--- config.mk ---
export PLATFORM = sky130hd
export DESIGN_NAME = flag_seq_arbiter
export DESIGN_NICKNAME = d
export VERILOG_FILES = /design/src/rtl/flag_pkg.sv /design/src/rtl/flag_lane.sv /design/src/rtl/flag_seq_arbiter.sv
export SDC_FILE = /design/constraint.sdc
export NUM_CORES = 1
export LEC_CHECK = 0
export BUFFER_PORTS_ARGS = -buffer_cell sky130_fd_sc_hd__buf_2
export CAP_MARGIN = 20
export CORE_ASPECT_RATIO = 0.7
export CORE_MARGIN = 2
export CORE_UTILIZATION = 57
export DETAILED_ROUTE_END_ITERATION = 12
export MAX_ROUTING_LAYER = met4
export PLACE_DENSITY = 0.79
export REMOVE_ABC_BUFFERS = 1
export SYNTH_ARGS = -nofsm -noshare
export SYNTH_HDL_FRONTEND = slang
export SYNTH_SLANG_ARGS = --single-unit
--- constraint.sdc ---
create_clock -name clk -period 2.8 [get_ports clk]
set_clock_uncertainty 0.2 [all_clocks]
set_input_delay 0 -clock clk [delete_from_list [all_inputs] [get_ports clk]]
set_output_delay 0 -clock clk [all_outputs]
set_load 0.01 [all_outputs]
--- src/rtl/flag_pkg.sv ---
// Shared types and helpers for the flag-sequence game controller:
// lane state encoding, move decode values and index-width helper.
package flag_pkg;

    typedef enum logic [1:0] {
        ST_IDLE    = 2'd0,
        ST_ARMED   = 2'd1,
        ST_LOCKOUT = 2'd2
    } lane_state_t;

    // Move decode on the concatenation {secure, risk}
    localparam logic [1:0] MV_IDLE    = 2'b00;
    localparam logic [1:0] MV_RISK    = 2'b01;
    localparam logic [1:0] MV_SECURE  = 2'b10;
    localparam logic [1:0] MV_ILLEGAL = 2'b11;

    // Width needed to hold values 0..n-1, never less than one bit
    function automatic int idx_w(input int n);
        return (n <= 2) ? 1 : $clog2(n);
    endfunction

endpackage

--- src/rtl/flag_lane.sv ---
// One player lane: pattern-tracking FSM with idle timeout, timed lockout
// and a saturating win counter. All outputs come straight from registers.
module flag_lane
    import flag_pkg::*;
#(
    parameter int                 SEQ_LEN        = 4,
    parameter logic [SEQ_LEN-1:0] PATTERN        = 4'b0101,
    parameter int                 TIMEOUT_CYCLES = 8,
    parameter int                 LOCKOUT_CYCLES = 4,
    parameter int                 SCORE_W        = 4,
    parameter int                 IDX_W          = 2
) (
    input  logic               clk,
    input  logic               reset_n,
    input  logic               secure,
    input  logic               risk,
    input  logic               clear_scores,
    output logic               win,
    output logic               loss,
    output logic [IDX_W-1:0]   progress,
    output logic [SCORE_W-1:0] score
);

    localparam int TO_W = idx_w(TIMEOUT_CYCLES + 1);
    localparam int LO_W = idx_w(LOCKOUT_CYCLES);

    lane_state_t        state_reg, state_next;
    logic [IDX_W-1:0]   step_reg, step_next;
    logic [TO_W-1:0]    to_cnt_reg, to_cnt_next;
    logic [LO_W-1:0]    lo_cnt_reg, lo_cnt_next;
    logic [SCORE_W-1:0] score_reg, score_next;
    logic               win_reg, win_next;

    logic [1:0] move;
    logic       expected;
    logic       correct;
    logic       wrong;

    always_ff @(posedge clk or negedge reset_n) begin
        if (!reset_n) begin
            state_reg  <= ST_IDLE;
            step_reg   <= '0;
            to_cnt_reg <= '0;
            lo_cnt_reg <= '0;
            score_reg  <= '0;
            win_reg    <= 1'b0;
        end else begin
            state_reg  <= state_next;
            step_reg   <= step_next;
            to_cnt_reg <= to_cnt_next;
            lo_cnt_reg <= lo_cnt_next;
            score_reg  <= score_next;
            win_reg    <= win_next;
        end
    end

    always_comb begin
        move     = {secure, risk};
        expected = PATTERN[step_reg];
        correct  = ((move == MV_SECURE) && expected) || ((move == MV_RISK) && !expected);
        wrong    = (move == MV_ILLEGAL) || ((move != MV_IDLE) && !correct);

        state_next  = state_reg;
        step_next   = step_reg;
        to_cnt_next = to_cnt_reg;
        lo_cnt_next = lo_cnt_reg;
        win_next    = 1'b0;

        case (state_reg)
            ST_IDLE: begin
                to_cnt_next = '0;
                lo_cnt_next = '0;
                if (correct) begin
                    state_next = ST_ARMED;
                    step_next  = IDX_W'(1);
                end else if (wrong) begin
                    state_next = ST_LOCKOUT;
                end
            end
            ST_ARMED: begin
                if (correct) begin
                    to_cnt_next = '0;
                    if (step_reg == IDX_W'(SEQ_LEN - 1)) begin
                        win_next   = 1'b1;
                        state_next = ST_IDLE;
                        step_next  = '0;
                    end else begin
                        step_next = step_reg + 1'b1;
                    end
                end else if (wrong) begin
                    state_next  = ST_LOCKOUT;
                    step_next   = '0;
                    to_cnt_next = '0;
                    lo_cnt_next = '0;
                end else if (to_cnt_reg == TO_W'(TIMEOUT_CYCLES - 1)) begin
                    state_next  = ST_LOCKOUT;
                    step_next   = '0;
                    to_cnt_next = '0;
                    lo_cnt_next = '0;
                end else begin
                    to_cnt_next = to_cnt_reg + 1'b1;
                end
            end
            ST_LOCKOUT: begin
                // Counter parks at its last value; exit waits for both buttons released
                if (lo_cnt_reg != LO_W'(LOCKOUT_CYCLES - 1)) begin
                    lo_cnt_next = lo_cnt_reg + 1'b1;
                end else if (move == MV_IDLE) begin
                    state_next  = ST_IDLE;
                    lo_cnt_next = '0;
                end
            end
            default: begin
                state_next  = ST_IDLE;
                step_next   = '0;
                to_cnt_next = '0;
                lo_cnt_next = '0;
            end
        endcase

        if (clear_scores) begin
            score_next = '0;
        end else if (win_next && (score_reg != {SCORE_W{1'b1}})) begin
            score_next = score_reg + 1'b1;
        end else begin
            score_next = score_reg;
        end
    end

    assign win      = win_reg;
    assign loss     = (state_reg == ST_LOCKOUT);
    assign progress = step_reg;
    assign score    = score_reg;

endmodule

--- src/rtl/flag_seq_arbiter.sv ---
// Multi-lane flag-sequence game controller: independent lanes sharing only
// the score clear, with packed per-lane outputs and a combined win flag.
module flag_seq_arbiter
    import flag_pkg::*;
#(
    parameter int                 NUM_LANES      = 2,
    parameter int                 SEQ_LEN        = 4,
    parameter logic [SEQ_LEN-1:0] PATTERN        = 4'b0101,
    parameter int                 TIMEOUT_CYCLES = 8,
    parameter int                 LOCKOUT_CYCLES = 4,
    parameter int                 SCORE_W        = 4,
    localparam int                IDX_W          = idx_w(SEQ_LEN)
) (
    input  logic                         clk,
    input  logic                         reset_n,
    input  logic [NUM_LANES-1:0]         secure,
    input  logic [NUM_LANES-1:0]         risk,
    input  logic                         clear_scores,
    output logic [NUM_LANES-1:0]         win,
    output logic [NUM_LANES-1:0]         loss,
    output logic [NUM_LANES*IDX_W-1:0]   progress,
    output logic [NUM_LANES*SCORE_W-1:0] score,
    output logic                         any_win
);

    if (SEQ_LEN < 2) begin : g_bad_seq_len
        $error("flag_seq_arbiter: SEQ_LEN must be at least 2");
    end
    if (TIMEOUT_CYCLES < 1) begin : g_bad_timeout
        $error("flag_seq_arbiter: TIMEOUT_CYCLES must be at least 1");
    end
    if (LOCKOUT_CYCLES < 1) begin : g_bad_lockout
        $error("flag_seq_arbiter: LOCKOUT_CYCLES must be at least 1");
    end

    for (genvar gi = 0; gi < NUM_LANES; gi++) begin : g_lane
        flag_lane #(
            .SEQ_LEN       (SEQ_LEN),
            .PATTERN       (PATTERN),
            .TIMEOUT_CYCLES(TIMEOUT_CYCLES),
            .LOCKOUT_CYCLES(LOCKOUT_CYCLES),
            .SCORE_W       (SCORE_W),
            .IDX_W         (IDX_W)
        ) u_lane (
            .clk         (clk),
            .reset_n     (reset_n),
            .secure      (secure[gi]),
            .risk        (risk[gi]),
            .clear_scores(clear_scores),
            .win         (win[gi]),
            .loss        (loss[gi]),
            .progress    (progress[gi*IDX_W +: IDX_W]),
            .score       (score[gi*SCORE_W +: SCORE_W])
        );
    end

    // OR of registered bits only, so any_win stays aligned with win
    assign any_win = |win;

endmodule

# Word-level counts from Yosys, hierarchy flattened

Cells that the tools add are included.

Word-level logic and storage cells: 149
Flip-flop bits (word level): 30
Input port bits: 7

Reductions and logical operators: 31
Add/sub/neg operators: 8
Bitwise operators: 2
Equal/unequal tests: 36
Magnitude comparators: 2
Muxes and demuxes: 58

Operators by type and width:

| kind                                                  | count |
|---|---|
| two-way mux 2 bit                                     | 30 |
| two-way mux 4 bit                                     | 10 |
| one-hot mux 2 bit (3 select lines)                    | 4 |
| adder 4 x 1 -> 4 bit, second input constant           | 4 |
| equality test 2 bit, second input constant            | 8 |
| inequality test 2 bit, second input constant          | 8 |
| one-hot mux 4 bit (2 select lines)                    | 2 |
| inequality test 3 x 1 -> 1 bit, second input constant | 4 |
| inequality test 3 bit, second input constant          | 4 |
| AND reduction 3 bit                                   | 4 |
| AND reduction 5 bit                                   | 2 |
| adder 2 x 1 -> 2 bit, second input constant           | 4 |
| equality test 2 x 1 -> 1 bit, second input constant   | 4 |
| equality test 4 x 3 -> 1 bit, second input constant   | 2 |
| logical AND 1 bit                                     | 8 |
| zero test 2 bit                                       | 4 |
| two-way mux 1 bit                                     | 8 |
| inequality test 4 x 1 -> 1 bit, second input constant | 2 |
| inequality test 4 bit, second input constant          | 2 |
| one-hot mux 2 bit (2 select lines)                    | 2 |
| nonzero test 2 bit                                    | 4 |
| < comparator 2 x 3 -> 1 bit, second input constant    | 2 |
| binary-select mux 1 bit (select 2 bit)                | 2 |
| zero test 1 bit                                       | 4 |
| 4 further kinds                                       | 9 |

# Depth between registers and ports, before layout

Depth in word-level cells: 11
Depth in mapped cells: 7
Mapped depth without buffers: 6

# Modules after synthesis

From an unflattened synthesis, not the netlist that was laid out.

Cell total of the unflattened synthesis: 174
Area total of the unflattened synthesis: 1767.9 sq um

By module, submodules not included:

| module                       | cells an instance | sequential area each (sq um) | instances | area each (sq um) |
|---|---|---|---|---|
| flag_lane (g_lane[0].u_lane) | 87                | 375.4                        | 1         | 889.6 |
| flag_lane (g_lane[1].u_lane) | 86                | 375.4                        | 1         | 872.1 |
| flag_seq_arbiter             | 1                 | 0.0                          | 1         | 6.3 |

# Worst setup path before layout

OpenSTA, ideal clock, no wires.

Kind: reg-to-reg
Start point: register g_lane[0].u_lane.step_reg[0]
End point: register g_lane[0].u_lane.score_reg[1]
Arrival time: 1981 ps
Setup time: 78 ps
Period minus slack after synthesis: 2259 ps
Path slack: 541 ps
Cell stages (with the launch flop): 8
Cell sequence: dfrtp_1 > inv_1 > ha_1 > or4b_1 > o21a_1 > buf_4 > or3b_1 > a21oi_1

Cells in the longest elaborated chain, start to end: 9
Elaborated cells on any way between the ends: 12
Classes of those cells: eq/ne: 1; mux: 5; reduce/logical: 6

RTL lines:

| item                                    | RTL line         | text |
|---|---|---|
| from (decl)                             | flag_lane.sv:28  | `logic [IDX_W-1:0] step_reg, step_next;` |
| from (signal assigned)                  | flag_lane.sv:49  | `step_reg <= step_next;` |
| binary-select mux 1 bit (select 2 bit)  | flag_lane.sv:59  | `expected = PATTERN[step_reg];` |
| two-way mux 1 bit (not written as such) | flag_lane.sv:59  |  |
| zero test 1 bit                         | flag_lane.sv:60  | `correct = ((move == MV_SECURE) && expected) \|\| ((move == MV_RISK) && !expected);` |
| logical AND 1 bit                       | flag_lane.sv:60  |  |
| logical OR 1 bit                        | flag_lane.sv:60  |  |
| two-way mux 1 bit *                     | flag_lane.sv:81  | `if (correct) begin` |
| two-way mux 1 bit *                     | flag_lane.sv:69  | `case (state_reg)` |
| logical AND 1 bit *                     | flag_lane.sv:123 | `end else if (win_next && (score_reg != {SCORE_W{1'b1}})) begin` |
| nonzero test 2 bit (no line) *          | -                |  |
| to (signal assigned)                    | flag_lane.sv:52  | `score_reg <= score_next;` |
| to (decl)                               | flag_lane.sv:31  | `logic [SCORE_W-1:0] score_reg, score_next;` |

Mark *: on every way between the ends. The rest lies on a longest branch, timed or not. The select of a mux whose other input is x is not followed.
A chain may end at the register's enable or synchronous reset.

# Final worst setup path

Start point: register g_lane[0].u_lane.step_reg[0]
End point: register g_lane[0].u_lane.score_reg[3]

The elaborated chain is that of the path after synthesis.

==> out/metrics.yaml <==
final_core_util_pct: 70.7
wl_um: 4090
synth_area_um2: 1780
rsz0062_at_grt: "no"
initialDrtViolationCount: 124
drv_slew: 0
report.final.hold_viol_count: 0
dieArea_um2: 3590
ys.warnings.count: 0
postRouteAntennaNets: 0
critical-path-top-delay-family: "simple AND/OR/NAND/NOR gates"
stdcell_area_um2: 2040
wl_per_cell_um: 16.2
tns_ns: 0
grt_pass1_wl_um: 7100
grt_max_degree: 31
yosys-top-cells-area: "dfrtp_1 (42%), ha_1 (8.5%), o21ai_0 (4.2%), nand3_1 (3.9%), a21oi_1 (3.1%)"
synth_top_cell_by_area: "dfrtp_1"
cts_buffers: 5
core.rowCount: 16
synth_top_area_share_pct: 42.3
synth_edf_count: 0
r2r-start: "g_lane[0].u_lane.progress[0]$_DFFE_PN0P_"
syn_avg_cell_area_um2: 9.40
use_met2_pct: 41.9
cts_sinks: 30
n_antenna_cell: 0
dp_slack_ns: 0.326
peakVddDrop_v: 0.000479
cts_tree: "done"
setup_viol: 0
drc_errors: 0
globalplace.congestion: 0.953
tightest_slew_ns: 0.909
cp.arrival_ns: 2.52
die_w_um: 70.7
grt_use_met1_pct: 33.0
crit_path_max_incr_delay_ns: 0.54
critPathBufInv: 1
cp_slowest_cell: "or4_1"
area_delta_synth_final_pct: 14.8
grt_pass1_vias: 1545
crit_fanout: 12
hold_ws_ns: 0.0522
use_met3_pct: 7.43
endpoint_kind: "flip-flop"
clk_pin_slew_ns: 0.07
cellLeakagePower_nw: 0.964
dpl_cell_area_um2: 1880
antenna_found_initial: 0
maxSlewHeadroom_pct: 38.8
path_cells: "inv_1 -> ha_1 -> or4b_1 -> o21a_1 -> or4_1 -> a21oi_1"
start_util_pct: 61.6
fmax_mhz: 401
io_buffers: 23
syn_inst: 189
viasPerCell: 6.18
core_area_um2: 2880
ioPinCount: 24
finalPower_mw: 1.59
cp-startpoint: "g_lane[0].u_lane.progress[0]$_DFFE_PN0P_"
grt_most_used_layer: "met2"
via_count: 1564
drtPass1Iterations: 5
outcome: "completed"
start_kind: "flip-flop"
clockBufferDepth: 2
crit_required_ns: 2.83
clk_latency_ns: 0.30
die_h_um: 50.7
ys_ff_latch: 30
fin_crit_sh_pct: 89.2
min_path_type: "primary input to async pin"
crit_type: "flip-flop to flip-flop"
stdcell_count: 253
cts_max_level: 2
gr-usage-all-layers_pct: 27.0
worst_slack_ns: 0.304
dp_hpwl_um: 2960
synth-main-ff-cell: "dfrtp_1"
synth_sequential_area_ratio_pct: 42.3
synthArstFlopShare_pct: 100
synth.distinct_cells: 50
fillers: 227
p_per_area_nw_per_um2: 781
min_period_ns: 2.50
place.detailed.instances: 239
final_layout_size_suffix_gt1_share_pct: 18.0
grt_overflow: 0
cap_violations: 0
clockRootBuffer: "clkbuf_8"
fin_nets: 235
worst register-to-register path, delay by kind of cell, from the launching register on:
kind | cells | cell delay [ns]
AO/OA/AOI/OAI | 2 | 0.40
adder cells (fa/ha/maj) | 1 | 0.22
AND/OR/NAND/NOR | 2 | 1.07
flip-flops | 1 | 0.44
buffers and inverters | 1 | 0.10
synthesized netlist by cell type, types with 3 or more instances:
library cell,number
a21oi_1,11
a311oi_1,3
buf_4,5
clkbuf_1,3
dfrtp_1,30
ha_1,12
inv_1,10
nand2_1,13
nand2b_1,4
nand3_1,14
nand4_1,3
nor2_1,11
nor2b_1,6
o21ai_0,15
logic make-up after synthesis:
logic type	Yosys count	synth area share (%)
and+or+nand+nor	70	21.2
muxes	3	1.83
adders and majority gates	12	8.45
DFF	30	42.3
AOI/OAI and AO/OA	54	20.7
xor gates and xnor gates	1	0.493
buffers and inverters	19	5.07
layout by cell type (no fill, tap or decap), drive strengths merged, types with 3 or more instances in the layout:
| master | synthesis | final |
|---|---|---|
| a311oi | 3 | 3 |
| nor2 | 11 | 11 |
| nand2b | 4 | 4 |
| nor2b | 6 | 6 |
| a21oi | 11 | 11 |
| nand4 | 3 | 3 |
| buf | 6 | 23 |
| o21ai | 15 | 15 |
| nand3 | 14 | 14 |
| dfrtp | 30 | 30 |
| or3b | 3 | 3 |
| inv | 10 | 10 |
| clkbuf | 3 | 6 |
| dlygate4sd3 | 0 | 6 |
| ha | 12 | 12 |
| nand2 | 13 | 13 |
layout make-up:
cell class                      count  area (um2)  area share [%]
Multi-Input combinational cell    140         936            45.9
Sequential cell                    30         751            36.8
Timing Repair Buffer               29         175            8.59
Clock buffer                        6        82.6            4.05
Tap cell                           36        45.0            2.21
Inverter                           10        37.5            1.84
Clock inverter                      2        12.5           0.613
layer usage:
| metal | wire [um] | share of wire, % |
|---|---|---|
| met2 | 1890 | 46 |
| met3 | 341 | 8.3 |
| met4 | 90 | 2.2 |
| met5 | 0 | 0 |
| met1 | 1770 | 43 |
power by group:
group | switching [mW] | internal [mW] | total [mW] | leakage [nW]
sequential | 0.118 | 0.518 | 0.637 | 0.401
combinational | 0.345 | 0.243 | 0.588 | 0.516
clock | 0.171 | 0.197 | 0.368 | 0.0472
total | 0.634 | 0.958 | 1.59 | 0.964
path summary, 6_finish.rpt:
check / to / slack, ns / cells past startpoint
worst max-delay path: g_lane[0].u_lane.score[3]$_DFFE_PN0P_ / 0.30 / 6
worst min-delay path: g_lane[1].u_lane.score[0]$_DFFE_PN0P_ / 0.05 / 2
worst max register to register: g_lane[0].u_lane.score[3]$_DFFE_PN0P_ / 0.30 / 6
worst min register to register: g_lane[1].u_lane.lo_cnt_reg[0]$_DFFE_PN0P_ / 0.27 / 1
max in group asynchronous: g_lane[1].u_lane.lo_cnt_reg[1]$_DFFE_PN0P_ / 1.91 / 2
min in group clk: g_lane[1].u_lane.lo_cnt_reg[0]$_DFFE_PN0P_ / 0.27 / 1
timing repair:
item | in CTS | in global routing
resized for setup | 0 | 0
hold endpoints to repair | 45 | 0
hold buffers | 6 | 0
setup buffers | 0 | 0
Note: power is estimated with default switching activity, not from simulation.
